### src/rtl/riscv_mem_pkg.sv
// Shared types for the fetch/data memory arbiter: FSM states, the core memsize
// encoding and the latched memory command.
package riscv_mem_pkg;

    typedef enum logic [1:0] {
        ST_IDLE    = 2'd0,
        ST_BUSY_IF = 2'd1,
        ST_BUSY_DM = 2'd2
    } arb_state_e;

    // Core load/store size encoding (funct3 style).
    typedef enum logic [2:0] {
        MEM_B  = 3'b000,
        MEM_H  = 3'b001,
        MEM_W  = 3'b010,
        MEM_BU = 3'b100,
        MEM_HU = 3'b101
    } mem_size_e;

    typedef struct packed {
        logic [31:0] addr;
        logic        we;
        logic [2:0]  size;
        logic [31:0] wdata;
    } mem_cmd_t;

endpackage

### src/rtl/mem_wdog.sv
// Transfer watchdog: counts BUSY cycles since the last clear and flags the
// cycle that is the TIMEOUT-th one without an acknowledge.
module mem_wdog #(
    parameter int unsigned TIMEOUT = 255
) (
    input  logic clk,
    input  logic reset,
    input  logic clear,
    input  logic enable,
    output logic expired
);

    // cnt_q holds completed BUSY cycles, so the current cycle number is cnt_q + 1.
    localparam logic [7:0] LAST_CNT = 8'(TIMEOUT - 1);

    logic [7:0] cnt_q;
    logic [7:0] cnt_d;

    always_comb begin
        cnt_d = cnt_q;
        if (clear) begin
            cnt_d = '0;
        end else if (enable) begin
            cnt_d = cnt_q + 8'd1;
        end
    end

    always_ff @(posedge clk) begin
        if (reset) begin
            cnt_q <= '0;
        end else begin
            cnt_q <= cnt_d;
        end
    end

    assign expired = enable && (cnt_q == LAST_CNT);

endmodule

### src/rtl/mem_arbiter.sv
// Arbitrates one single-port memory between instruction fetch and data access,
// one transfer in flight, with alternating tie-break and a watchdog abort.
module mem_arbiter
    import riscv_mem_pkg::*;
#(
    parameter int unsigned TIMEOUT = 255
) (
    input  logic        clk,
    input  logic        reset,
    input  logic        if_req,
    input  logic [31:0] if_addr,
    output logic [31:0] if_rdata,
    output logic        if_ready,
    input  logic        dm_req,
    input  logic        dm_we,
    input  logic [2:0]  dm_size,
    input  logic [31:0] dm_addr,
    input  logic [31:0] dm_wdata,
    output logic [31:0] dm_rdata,
    output logic        dm_ready,
    output logic        mem_req,
    output logic        mem_we,
    output logic [2:0]  mem_size,
    output logic [31:0] mem_addr,
    output logic [31:0] mem_wdata,
    input  logic        mem_ack,
    input  logic [31:0] mem_rdata,
    output logic        bus_err
);

    arb_state_e  state_q, state_d;
    logic        last_dm_q, last_dm_d;
    mem_cmd_t    cmd_q, cmd_d;
    logic [31:0] if_rdata_q, if_rdata_d;
    logic [31:0] dm_rdata_q, dm_rdata_d;
    logic        if_ready_q, if_ready_d;
    logic        dm_ready_q, dm_ready_d;
    logic        bus_err_q, bus_err_d;

    logic        wdog_clear;
    logic        wdog_expired;
    logic        if_eligible;
    logic        dm_eligible;

    // A requester is still holding req during its own ready cycle; that is not a new request.
    assign if_eligible = if_req && !if_ready_q;
    assign dm_eligible = dm_req && !dm_ready_q;

    mem_wdog #(.TIMEOUT(TIMEOUT)) u_wdog (
        .clk     (clk),
        .reset   (reset),
        .clear   (wdog_clear),
        .enable  (mem_req),
        .expired (wdog_expired)
    );

    always_comb begin
        // NOTE: every signal gets a default before the case so no path leaves one unassigned (no latches).
        state_d    = state_q;
        last_dm_d  = last_dm_q;
        cmd_d      = cmd_q;
        if_rdata_d = if_rdata_q;
        dm_rdata_d = dm_rdata_q;
        if_ready_d = 1'b0;
        dm_ready_d = 1'b0;
        bus_err_d  = 1'b0;
        wdog_clear = 1'b0;

        unique case (state_q)
            ST_IDLE: begin
                if (dm_eligible && !(if_eligible && last_dm_q)) begin
                    state_d    = ST_BUSY_DM;
                    last_dm_d  = 1'b1;
                    cmd_d      = '{addr: dm_addr, we: dm_we, size: dm_size, wdata: dm_wdata};
                    wdog_clear = 1'b1;
                end else if (if_eligible) begin
                    state_d    = ST_BUSY_IF;
                    last_dm_d  = 1'b0;
                    cmd_d      = '{addr: if_addr, we: 1'b0, size: MEM_W, wdata: 32'd0};
                    wdog_clear = 1'b1;
                end
            end
            ST_BUSY_IF: begin
                if (mem_ack) begin
                    state_d    = ST_IDLE;
                    if_ready_d = 1'b1;
                    if_rdata_d = mem_rdata;
                end else if (wdog_expired) begin
                    state_d    = ST_IDLE;
                    if_ready_d = 1'b1;
                    bus_err_d  = 1'b1;
                end
            end
            ST_BUSY_DM: begin
                if (mem_ack) begin
                    state_d    = ST_IDLE;
                    dm_ready_d = 1'b1;
                    if (!cmd_q.we) begin
                        dm_rdata_d = mem_rdata;
                    end
                end else if (wdog_expired) begin
                    state_d    = ST_IDLE;
                    dm_ready_d = 1'b1;
                    bus_err_d  = 1'b1;
                end
            end
            default: state_d = ST_IDLE;
        endcase
    end

    always_ff @(posedge clk) begin
        // NOTE: state updates use non-blocking assignments so every flop samples pre-edge values.
        if (reset) begin
            state_q    <= ST_IDLE;
            last_dm_q  <= 1'b0;
            cmd_q      <= '0;
            if_rdata_q <= '0;
            dm_rdata_q <= '0;
            if_ready_q <= 1'b0;
            dm_ready_q <= 1'b0;
            bus_err_q  <= 1'b0;
        end else begin
            state_q    <= state_d;
            last_dm_q  <= last_dm_d;
            cmd_q      <= cmd_d;
            if_rdata_q <= if_rdata_d;
            dm_rdata_q <= dm_rdata_d;
            if_ready_q <= if_ready_d;
            dm_ready_q <= dm_ready_d;
            bus_err_q  <= bus_err_d;
        end
    end

    assign mem_req   = (state_q != ST_IDLE);
    assign mem_we    = cmd_q.we;
    assign mem_size  = cmd_q.size;
    assign mem_addr  = cmd_q.addr;
    assign mem_wdata = cmd_q.wdata;
    assign if_rdata  = if_rdata_q;
    assign dm_rdata  = dm_rdata_q;
    assign if_ready  = if_ready_q;
    assign dm_ready  = dm_ready_q;
    assign bus_err   = bus_err_q;

endmodule
### config.mk
export PLATFORM = sky130hd
export DESIGN_NAME = mem_arbiter
export DESIGN_NICKNAME = d
export VERILOG_FILES = /design/src/rtl/riscv_mem_pkg.sv /design/src/rtl/mem_wdog.sv /design/src/rtl/mem_arbiter.sv
export SDC_FILE = /design/constraint.sdc
export NUM_CORES = 1
export LEC_CHECK = 0
export BUFFER_PORTS_ARGS = -buffer_cell sky130_fd_sc_hd__buf_4
export CAP_MARGIN = 20
export CORE_MARGIN = 2
export CORE_UTILIZATION = 47
export CTS_CLUSTER_DIAMETER = 120
export DETAILED_ROUTE_END_ITERATION = 7
export PLACE_DENSITY = 0.8
export SLEW_MARGIN = 30
export SYNTH_ARGS = -nofsm -noshare
export SYNTH_HDL_FRONTEND = slang
export SYNTH_SLANG_ARGS = --single-unit
### constraint.sdc
create_clock -name clk -period 2 [get_ports clk]
set_input_delay 0 -clock clk [delete_from_list [all_inputs] [get_ports clk]]
set_output_delay 0 -clock clk [all_outputs]
set_load 0.005 [all_outputs]
==> flow_summary_export.csv, run 1 <==
group,metric,value,unit
outcome,outcome,"complete, no violations",
critical_path,slowest_stage,"nor4_1",
clock_network,cts.path.max_buffers,2,
power,irDropWorstVdd,0.748,mV
global_route,grt_pass1_vias,6728,
critical_path,critPathArrivalTime,2000,ps
drt,first_pass_iters,5,
sta,hold_viol,0,
drt,drt_wl_total,21200,um
sta,tns,0,ps
sta,final.min_clock_period,1720,ps
clock_network,clock_latency,420,ps
critical_path,crit_cells,5,
final_layout,multi_input_area,0.00276,mm^2
synthesis,synth_warnings,0,
sta,fin_skew,7.57,ps
drt,vias,6742,
min_path,holdPathStages,4,
global_route,grt_pass1_wl,33500,um
critical_path,crit_required,2280,ps
clock_network,cts_setup_buffers,0,
synthesis,synth.top_cell.area_share,0.477,
sta,drv_slew,0,
critical_path,path_max_fanout,9,
run,maxCapViolCount,0,
placement,portBuffers,272,
synthesis,ys_seq_area_frac,0.477,
drt,wl_per_cell,17.6,um
global_route,grt_max_degree,106,
min_path,worstHoldPathType,"in2reg",
sta,worst_pin_slew,523,ps
clock_network,htree_levels,4,
critical_path,start_kind,"flop",
final_layout,drive_above_1_share,0.339,
sta,finalCritPeriodShare,0.862,
drt,viasPerCell,5.61,
placement,dp_hpwl,12400,um
floorplanning,start_util,0.483,
floorplanning,dieArea,0.0140,mm^2
global_route,overflow,0,
sta,slew_headroom,0.651,
synthesis,post-synth-top-area-cell,"dfxtp_1",
critical_path,worst_setup_path_end_kind,"flop",
critical_path,r2r_start,"state_q[0]",
critical_path,crit_buf_inv,2,
critical_path,cpPeakStageDelay,430,ps
min_path,min_from,"dm_addr[15]",
floorplanning,die_h,118,um
critical_path,critPathLaunch,"state_q[0]",
power,p_leak,0.00423,uW
final_layout,final_cell_mix,"buf_4 (288), dfxtp_1 (146), nand2_1 (131)",
synthesis,syn_area_per_cell,9.13,um^2
power,total_power,8670,uW
drt,ant_nets,0,
clock_network,clock-sinks,146,
final_layout,area_growth,61.9,%
final_layout,antenna_cells,0,
power,powerDensity,874,mW/mm^2
final_layout,layout_commonest_cell,"buf_4",
synthesis,ys_ff_latch,146,
critical_path,path_cells,"inv_1 -> ha_1 -> buf_4 -> nand4b_1 -> nor4_1",
floorplanning,io_pins,273,
floorplanning,die_x,118,um
drt,drc,0,
final_layout,post-route-util,0.782,
sta,rsz0062_at_grt,"false",
critical_path,reg2reg_depth,5,
synthesis,syn_area,0.00612,mm^2
sta,setup_violations,0,
synthesis,syn-num-nets,813,
synthesis,syn_inst,671,
global_route,antenna_found_initial,0,
final_layout,fill_cells,792,
global_route,grt_use_total,0.295,
clock_network,root_buffer,"clkbuf_16",
final_layout,seq_area,0.00292,mm^2
drt,first_iter_violations,545,
synthesis,synth_cell_types,41,
final_layout,design_area,0.00991,mm^2
placement,gp_congestion,0.879,
final_layout,nets,1158,
clock_network,clk_pin_slew,60,ps
placement,postPlaceCellArea,0.00828,mm^2
critical_path,path_class,"reg2reg",
floorplanning,rows,41,
clock_network,cts_tree,"built",
floorplanning,placeableCoreArea,0.0127,mm^2
synthesis,synth.area.top_cells,"dfxtp_1 (48%), nand2_1 (8.0%), a221oi_1 (6.3%), a32o_1 (5.7%), a21oi_1 (5.3%)",
clock_network,cts_buffers,17,
critical_path,cp_top_family,"simple AND/OR/NAND/NOR gates",
sta,max_freq,580,MHz
power by group:
group          total, uW  internal, uW  switching (uW)
Clock               3300          2030            1280
Combinational       2020          1050             971
Sequential          3340          3180             160
Total               8670          6260            2410
final timing paths:
path	slack [ps]	endpoint
setup / recovery	280	bus_err
hold / removal	150	mem_addr[15]
setup reg to reg	280	bus_err
hold reg to reg	450	dm_rdata[22]
layout make-up:
cell class | count | area share
multi-input combinational | 420 | 0.278
inverter | 37 | 0.0140
timing repair buffer | 394 | 0.329
clock inverter | 13 | 0.0160
sequential | 146 | 0.295
clock buffer | 19 | 0.0457
tap | 172 | 0.0217
state kept, by name (all words and copies together) (netlist names):
| register | count |
|---|---|
| if_rdata | 32 |
| if_ready | 1 |
| dm_rdata | 32 |
| last_dm_q | 1 |
| mem_size | 3 |
| dm_ready | 1 |
| u_wdog.cnt_q | 8 |
| mem_addr | 32 |
| mem_wdata | 32 |
| state_q | 2 |
| bus_err | 1 |
| mem_we | 1 |
per-layer routing:
layer / vias to the layer above / wire length, um / track usage
li1: 3121 / - / -
met1: 3209 / 8350 / 0.336
met2: 353 / 10400 / 0.508
met3: 59 / 1710 / 0.0893
met4: 0 / 697 / 0.133
met5: - / 0 / 0
Yosys cell counts (all sizes together):
| master | n |
|---|---|
| clkbuf | 36 |
| nand4 | 3 |
| nand4b | 3 |
| and2 | 1 |
| or4 | 1 |
| o221a | 1 |
| o21ai | 35 |
| o211a | 2 |
| nand2 | 131 |
| nand3 | 2 |
| nand3b | 3 |
| a211oi | 3 |
| nor2b | 2 |
| a221oi | 64 |
| a32o | 35 |
| o211ai | 4 |
| nor2 | 3 |
| a21oi | 66 |
| xor2 | 4 |
| nor4 | 1 |
| buf | 32 |
| nor3 | 5 |
| and2b | 1 |
| and3b | 34 |
| ha | 5 |
| and3 | 1 |
| o2111ai | 1 |
| a31o | 1 |
| o31ai | 1 |
| clkinv | 1 |
| nor3b | 1 |
| or3 | 2 |
| inv | 36 |
| nand2b | 4 |
| dfxtp | 146 |
worst min-delay path, delay by kind of cell:
family | cells | cell delay [ps]
buffers and inverters | 1 | 70
AND/OR/NAND/NOR | 1 | 140
AO/OA/AOI/OAI | 2 | 300
per-stage QoR:
stage	std cells	setup WS, ps	hold WS, ps
3_3_place_gp	1067	339	209
5_1_grt	1201	120	150
6_report	1201	276	151
3_5_place_dp	1067	289	213
4_1_cts	1201	290	135
2_1_floorplan	671	392	126
kinds of logic (layout without fill, tap and decap cells):
family / count (synthesis) / after routing / share of synthesized area
flops: 146 / 146 / 0.477
fa+ha+maj: 5 / 5 / 0.0102
simple gates: 198 / 198 / 0.162
compound gates: 213 / 213 / 0.271
xor+xnor: 4 / 4 / 0.00572
buf+inv: 105 / 463 / 0.0736
timing repair:
| item | CTS | global route |
|---|---|---|
| endpoints found under the hold margin | 137 | 0 |
| resized for setup | 0 | 0 |
| hold buffers | 102 | 0 |
No activity file was read; power rests on OpenSTA's default activity.
==> run 2, diff against run 1 <==
Settings changed: ABC_AREA from default to 1, CORE_UTILIZATION 47 to 46.
==> run 2 against run 1 <==
Register-to-register slack got worse by 170 ps. Via count up 1.8%. Maximum frequency shrank 9.0%. Largest cell class unchanged. Largest power group is now clock. Critical path depth is 4 higher. Critical endpoint is now mem_addr[1].
==> flow_summary_export.csv, run 2 <==
group,metric,value,unit
outcome,outcome,"complete, no violations",
critical_path,start_kind,"flop",
critical_path,path_max_fanout,54,
drt,drt_wl_total,21100,um
min_path,holdPathStages,6,
drt,first_pass_iters,6,
clock_network,root_buffer,"clkbuf_16",
synthesis,syn_area,0.00570,mm^2
floorplanning,dieArea,0.0133,mm^2
global_route,grt_pass1_vias,6774,
global_route,antenna_found_initial,0,
critical_path,path_class,"reg2reg",
clock_network,cts_buffers,17,
power,p_leak,0.00487,uW
critical_path,crit_buf_inv,3,
sta,tns,0,ps
power,powerDensity,878,mW/mm^2
floorplanning,io_pins,273,
clock_network,cts.path.max_buffers,2,
drt,drc,0,
power,irDropWorstVdd,0.706,mV
synthesis,async_flop_share,0,
sta,hold_viol,0,
sta,max_freq,527,MHz
clock_network,clk_pin_slew,60,ps
drt,first_iter_violations,493,
placement,dp_hpwl,11800,um
synthesis,syn_inst,779,
final_layout,antenna_cells,0,
global_route,grt_use_total,0.313,
final_layout,final_cell_mix,"buf_4 (279), nand2_1 (260), dfxtp_1 (146)",
critical_path,slowest_stage,"dlygate4sd3_1",
floorplanning,rows,40,
critical_path,crit_cells,9,
synthesis,synth_warnings,0,
synthesis,syn-num-nets,921,
sta,worst_pin_slew,477,ps
synthesis,synth.top_cell.area_share,0.513,
drt,viasPerCell,5.08,
floorplanning,die_x,115,um
clock_network,clock-sinks,146,
final_layout,area_growth,72.4,%
sta,finalCritPeriodShare,0.948,
synthesis,syn_area_per_cell,7.31,um^2
synthesis,ys_ff_latch,146,
floorplanning,placeableCoreArea,0.0121,mm^2
clock_network,cts_tree,"built",
final_layout,post-route-util,0.814,
sta,final.min_clock_period,1900,ps
synthesis,synth.area.top_cells,"dfxtp_1 (51%), nand2_1 (17%), nor2_1 (9.4%), nand3_1 (6.1%), o21ai_0 (5.8%)",
sta,slew_headroom,0.682,
sta,fin_hold_ws,73.3,ps
synthesis,synth_edf_count,0,
drt,wl_per_cell,15.7,um
sta,fin_skew,3.66,ps
floorplanning,start_util,0.472,
run,maxCapViolCount,0,
synthesis,ys_seq_area_frac,0.513,
sta,setup_violations,0,
final_layout,drive_above_1_share,0.276,
drt,vias,6860,
critical_path,crit_top_cell,"nand2_1",
final_layout,layout_commonest_cell,"buf_4",
critical_path,cpPeakStageDelay,540,ps
synthesis,synth_cell_types,26,
final_layout,fill_cells,676,
min_path,worstHoldPathType,"in2reg",
critical_path,worst_setup_path_end_kind,"flop",
global_route,grt_max_degree,66,
synthesis,synthFlopType,"dfxtp_1",
global_route,overflow,0,
global_route,grt_pass1_wl,32700,um
synthesis,yosysMostFrequentCell,"nand2_1",
final_layout,nets,1312,
synthesis,post-synth-top-area-cell,"dfxtp_1",
critical_path,crit_required,2360,ps
critical_path,critPathArrivalTime,2250,ps
sta,drv_slew,0,
clock_network,clock_latency,410,ps
placement,gp_congestion,0.777,
drt,ant_nets,0,
floorplanning,die_h,115,um
clock_network,htree_levels,4,
critical_path,reg2reg_depth,9,
clock_network,cts_setup_buffers,0,
synthesis,synth_common_cells,"nand2_1 (261), dfxtp_1 (146), nor2_1 (142)",
placement,portBuffers,272,
critical_path,cp_top_family,"buffers and inverters",
critical_path,path_cells,"nor2_1 -> nand2_2 -> inv_2 -> buf_12 -> nand2_1 -> nand2_1 -> dlygate4sd3_1 -> nand3_1 -> nand2_1",
run 2: cell count changes after synthesis, moves of 18 or more:
| cell | previous run | this run |
|---|---|---|
| inv_1 | 36 | 18 |
| nor2_1 | 3 | 142 |
| nand3_1 | 2 | 70 |
| nand2_1 | 131 | 261 |
| a221oi_2 | 20 | 0 |
| a32o_1 | 35 | 0 |
| a21oi_1 | 65 | 5 |
| a221oi_1 | 44 | 0 |
| clkbuf_1 | 36 | 12 |
| and3b_1 | 34 | 0 |
| o21ai_0 | 34 | 66 |
run 2: cells by family (layout without fill, tap and decap cells):
logic type,Yosys count,count (layout),synth area share
compound gates,73,73,0.0652
flops,146,146,0.513
fa+ha+maj,5,5,0.0110
simple gates,484,484,0.341
xor+xnor,2,2,0.00308
buf+inv,69,473,0.0663
run 2: worst register-to-register path, cell delays in order, from the launching register on:
cell and delay (ps):
dfxtp_1 350, nor2_1 140, nand2_2 80, inv_2 80
buf_12 230, nand2_1 190, nand2_1 80, dlygate4sd3_1 540
nand3_1 70, nand2_1 80
run 2: path summary, 6_finish.rpt:
| path | from | end | slack (ps) |
|---|---|---|---|
| max reg2reg | dm_ready | mem_addr[1] | 100 |
| min reg2reg | mem_addr[17] | mem_addr[17] | 450 |
| min | if_req | state_q[0] | 70 |
| max | dm_ready | mem_addr[1] | 100 |
run 2: what timing repair did:
item | in CTS | in global routing
hold endpoints to repair | 143 | 0
resized for setup | 0 | 4
hold buffers | 135 | 0
setup endpoints to repair | 0 | 19
run 2: power breakdown:
part | internal (uW) | switching (uW) | total, uW
clock | 2340 | 1200 | 3540
combinational | 928 | 847 | 1770
sequential | 3160 | 145 | 3310
total | 6440 | 2190 | 8620
run 2: stage by stage:
| stage | setup WS [ps] | total power [uW] | cells | cell area, um^2 |
|---|---|---|---|---|
| finish | 104 | 8620 | 1351 | 9820 |
| global route | -6.25 | 8950 | 1351 | 9820 |
| CTS | 55.2 | 8590 | 1351 | 9810 |
| detailed placement | 365 | 4790 | 1184 | 7790 |
| global placement | 442 | 4760 | 1184 | 7790 |
| floorplan | 649 | 4030 | 779 | 5700 |
run 2: layout make-up:
class	instances	area, um^2	share of cell area
clock buffer	23	488	0.0497
clock inverter	9	175	0.0178
inverter	22	85.1	0.00866
multi-input combinational	564	2400	0.245
sequential	146	2920	0.298
tap	168	210	0.0214
timing repair buffer	419	3540	0.360
run 2: metal layers:
layer	global-route usage	part of all wire	vias up
met5	0	0	-
met2	0.538	0.49	381
met4	0.188	0.047	0
met1	0.331	0.37	3159
met3	0.108	0.094	90
li1	-	-	3230
==> run 3, diff against run 2 <==
Settings changed: SLEW_MARGIN 30 to 25.
Clock period 2 ns to 1.9 ns, I/O delays scaled along.
==> run 3 against run 2 <==
Sequential power rose by 5%. Register-to-register slack got worse by 50 ps. Setup slack got worse by 53 ps. Clock skew rose by 3.3 ps. Critical endpoint is now mem_addr[19]. Combinational power rose by 9.6%. Routed wire length rose by 7.4%. Power rose by 3.2%. Non-clock buffer count rose by 6. Critical path type unchanged.
==> flow_summary_export.csv, run 3 (same netlist as run 2, synthesis figures left out) <==
group,metric,value,unit
outcome,outcome,"complete, no violations",
placement,portBuffers,272,
global_route,grt_pass1_vias,6958,
run,maxCapViolCount,0,
global_route,antenna_found_initial,0,
sta,max_freq,541,MHz
floorplanning,placeableCoreArea,0.0121,mm^2
critical_path,worst_setup_path_end_kind,"flop",
clock_network,clk_pin_slew,60,ps
final_layout,nets,1318,
drt,first_pass_iters,8,
critical_path,reg2reg_depth,10,
critical_path,start_kind,"flop",
placement,gp_congestion,0.848,
global_route,overflow,0,
sta,setup_violations,0,
drt,viasPerCell,5.20,
min_path,holdPathStages,5,
final_layout,design_area,0.00989,mm^2
sta,slew_headroom,0.736,
power,clkPwrFrac,0.390,
sta,worst_pin_slew,396,ps
critical_path,path_class,"reg2reg",
critical_path,critPathArrivalTime,2160,ps
placement,dp_hpwl,12000,um
final_layout,drive_above_1_share,0.281,
global_route,grt_max_degree,98,
placement,preCtsSetupSlack,379,ps
power,seqPwrFrac,0.392,
drt,vias,7060,
sta,fin_skew,6.97,ps
critical_path,r2r_start,"if_ready",
sta,drv_slew,0,
sta,hold_viol,0,
floorplanning,dieArea,0.0133,mm^2
placement,postPlaceCellArea,0.00786,mm^2
floorplanning,io_pins,273,
critical_path,r2r_end,"mem_addr[19]",
sta,finalCritPeriodShare,0.973,
floorplanning,start_util,0.472,
min_path,worstHoldPathType,"in2reg",
power,swShare,0.265,
clock_network,cts.path.max_buffers,2,
drt,ant_nets,0,
drt,first_iter_violations,692,
power,pwr-share-comb,0.218,
clock_network,htree_levels,4,
critical_path,crit_required,2210,ps
power,power.switching,2360,uW
final_layout,final_cell_mix,"buf_4 (282), nand2_1 (261), dfxtp_1 (145)",
global_route,grt_use_total,0.325,
sta,final.min_clock_period,1850,ps
sta,fin_ws,51.1,ps
min_path,holdPathEnd,"mem_addr[1]",
drt,drt_wl_total,22700,um
power,irDropWorstVdd,0.787,mV
floorplanning,die_x,115,um
drt,drc,0,
min_path,min_from,"dm_addr[1]",
critical_path,reg2reg_slack,50,ps
floorplanning,die_h,115,um
clock_network,cts_buffers,17,
clock_network,root_buffer,"clkbuf_16",
clock_network,clock_latency,420,ps
power,p_int,6540,uW
power,powerDensity,900,mW/mm^2
global_route,grt_pass1_wl,33700,um
power,p_leak,0.00490,uW
clock_network,clock-sinks,146,
drt,wl_per_cell,16.7,um
floorplanning,rows,40,
critical_path,path_max_fanout,13,
final_layout,layout_commonest_cell,"buf_4",
clock_network,cts_tree,"built",
final_layout,area_growth,73.6,%
==> run 3: worst max-delay path by stage <==
stage / start / endpoint / slack, ps / cells after the start
final: if_ready / mem_addr[19] / 50 / 10
after global routing: if_ready / mem_addr[2] / -8 / 10
after CTS: dm_ready / mem_addr[18] / 20 / 8
after detailed placement: state_q[0] / u_wdog.cnt_q[5] / 380 / 7
after global placement: state_q[0] / state_q[0] / 430 / 11
after floorplan: state_q[0] / u_wdog.cnt_q[5] / 550 / 7
==> run 3: metal layers <==
metal	track usage	vias up	share of wire	routed length (um)
met5	0	-	0	0
met4	0.207	0	0.055	1260
met3	0.108	118	0.098	2230
met2	0.544	492	0.48	10900
met1	0.354	3202	0.37	8330
li1	-	3248	-	-
==> run 3: worst max-delay path, stage by stage, from the launching register on <==
cell,delay [ps]
dfxtp_1,310
inv_1,70
nand3_1,80
nand2_2,140
clkinv_4,120
buf_12,170
nand2_1,90
nand2_1,50
dlygate4sd3_1,570
nand3_1,90
nand2_1,50
==> run 3: repair_timing <==
item | in CTS | in global routing
gates resized for setup | 0 | 9
setup buffers | 0 | 1
hold buffers | 133 | 0
endpoints found under the setup margin | 0 | 22
hold endpoints to repair | 137 | 0
==> run 3: stage by stage <==
stage          setup TNS, ps  hold slack, ps  total power (uW)  std cells   util
2_1_floorplan              0             138              4240        779      -
3_3_place_gp               0             221              5050       1189  0.651
3_5_place_dp               0             227              5070       1189  0.651
4_1_cts                    0            7.28              8750       1354  0.813
5_1_grt                -14.4            58.8              9240       1357  0.820
6_report                   0            28.6              8900       1358  0.820
==> run 3: layout make-up <==
type	count	area (um^2)
Timing Repair Buffer	425	3650
Sequential cell	146	2920
Multi-Input combinational cell	564	2400
Fill cell	685	2170
Clock buffer	23	488
Tap cell	168	210
Clock inverter	9	128
Inverter	22	87.6
Antenna cell	1	2.50
==> run 3: power by group through the flow <==
| stage | Sequential, uW | Clock [uW] | Combinational (uW) |
|---|---|---|---|
| 6_report | 3490 | 3470 | 1940 |
| 5_1_grt | 3510 | 3640 | 2090 |
| 4_1_cts | 3470 | 3480 | 1800 |
| 3_5_place_dp | 3530 | 0 | 1540 |
| 3_3_place_gp | 3530 | 0 | 1520 |
| 2_1_floorplan | 3540 | 0 | 699 |
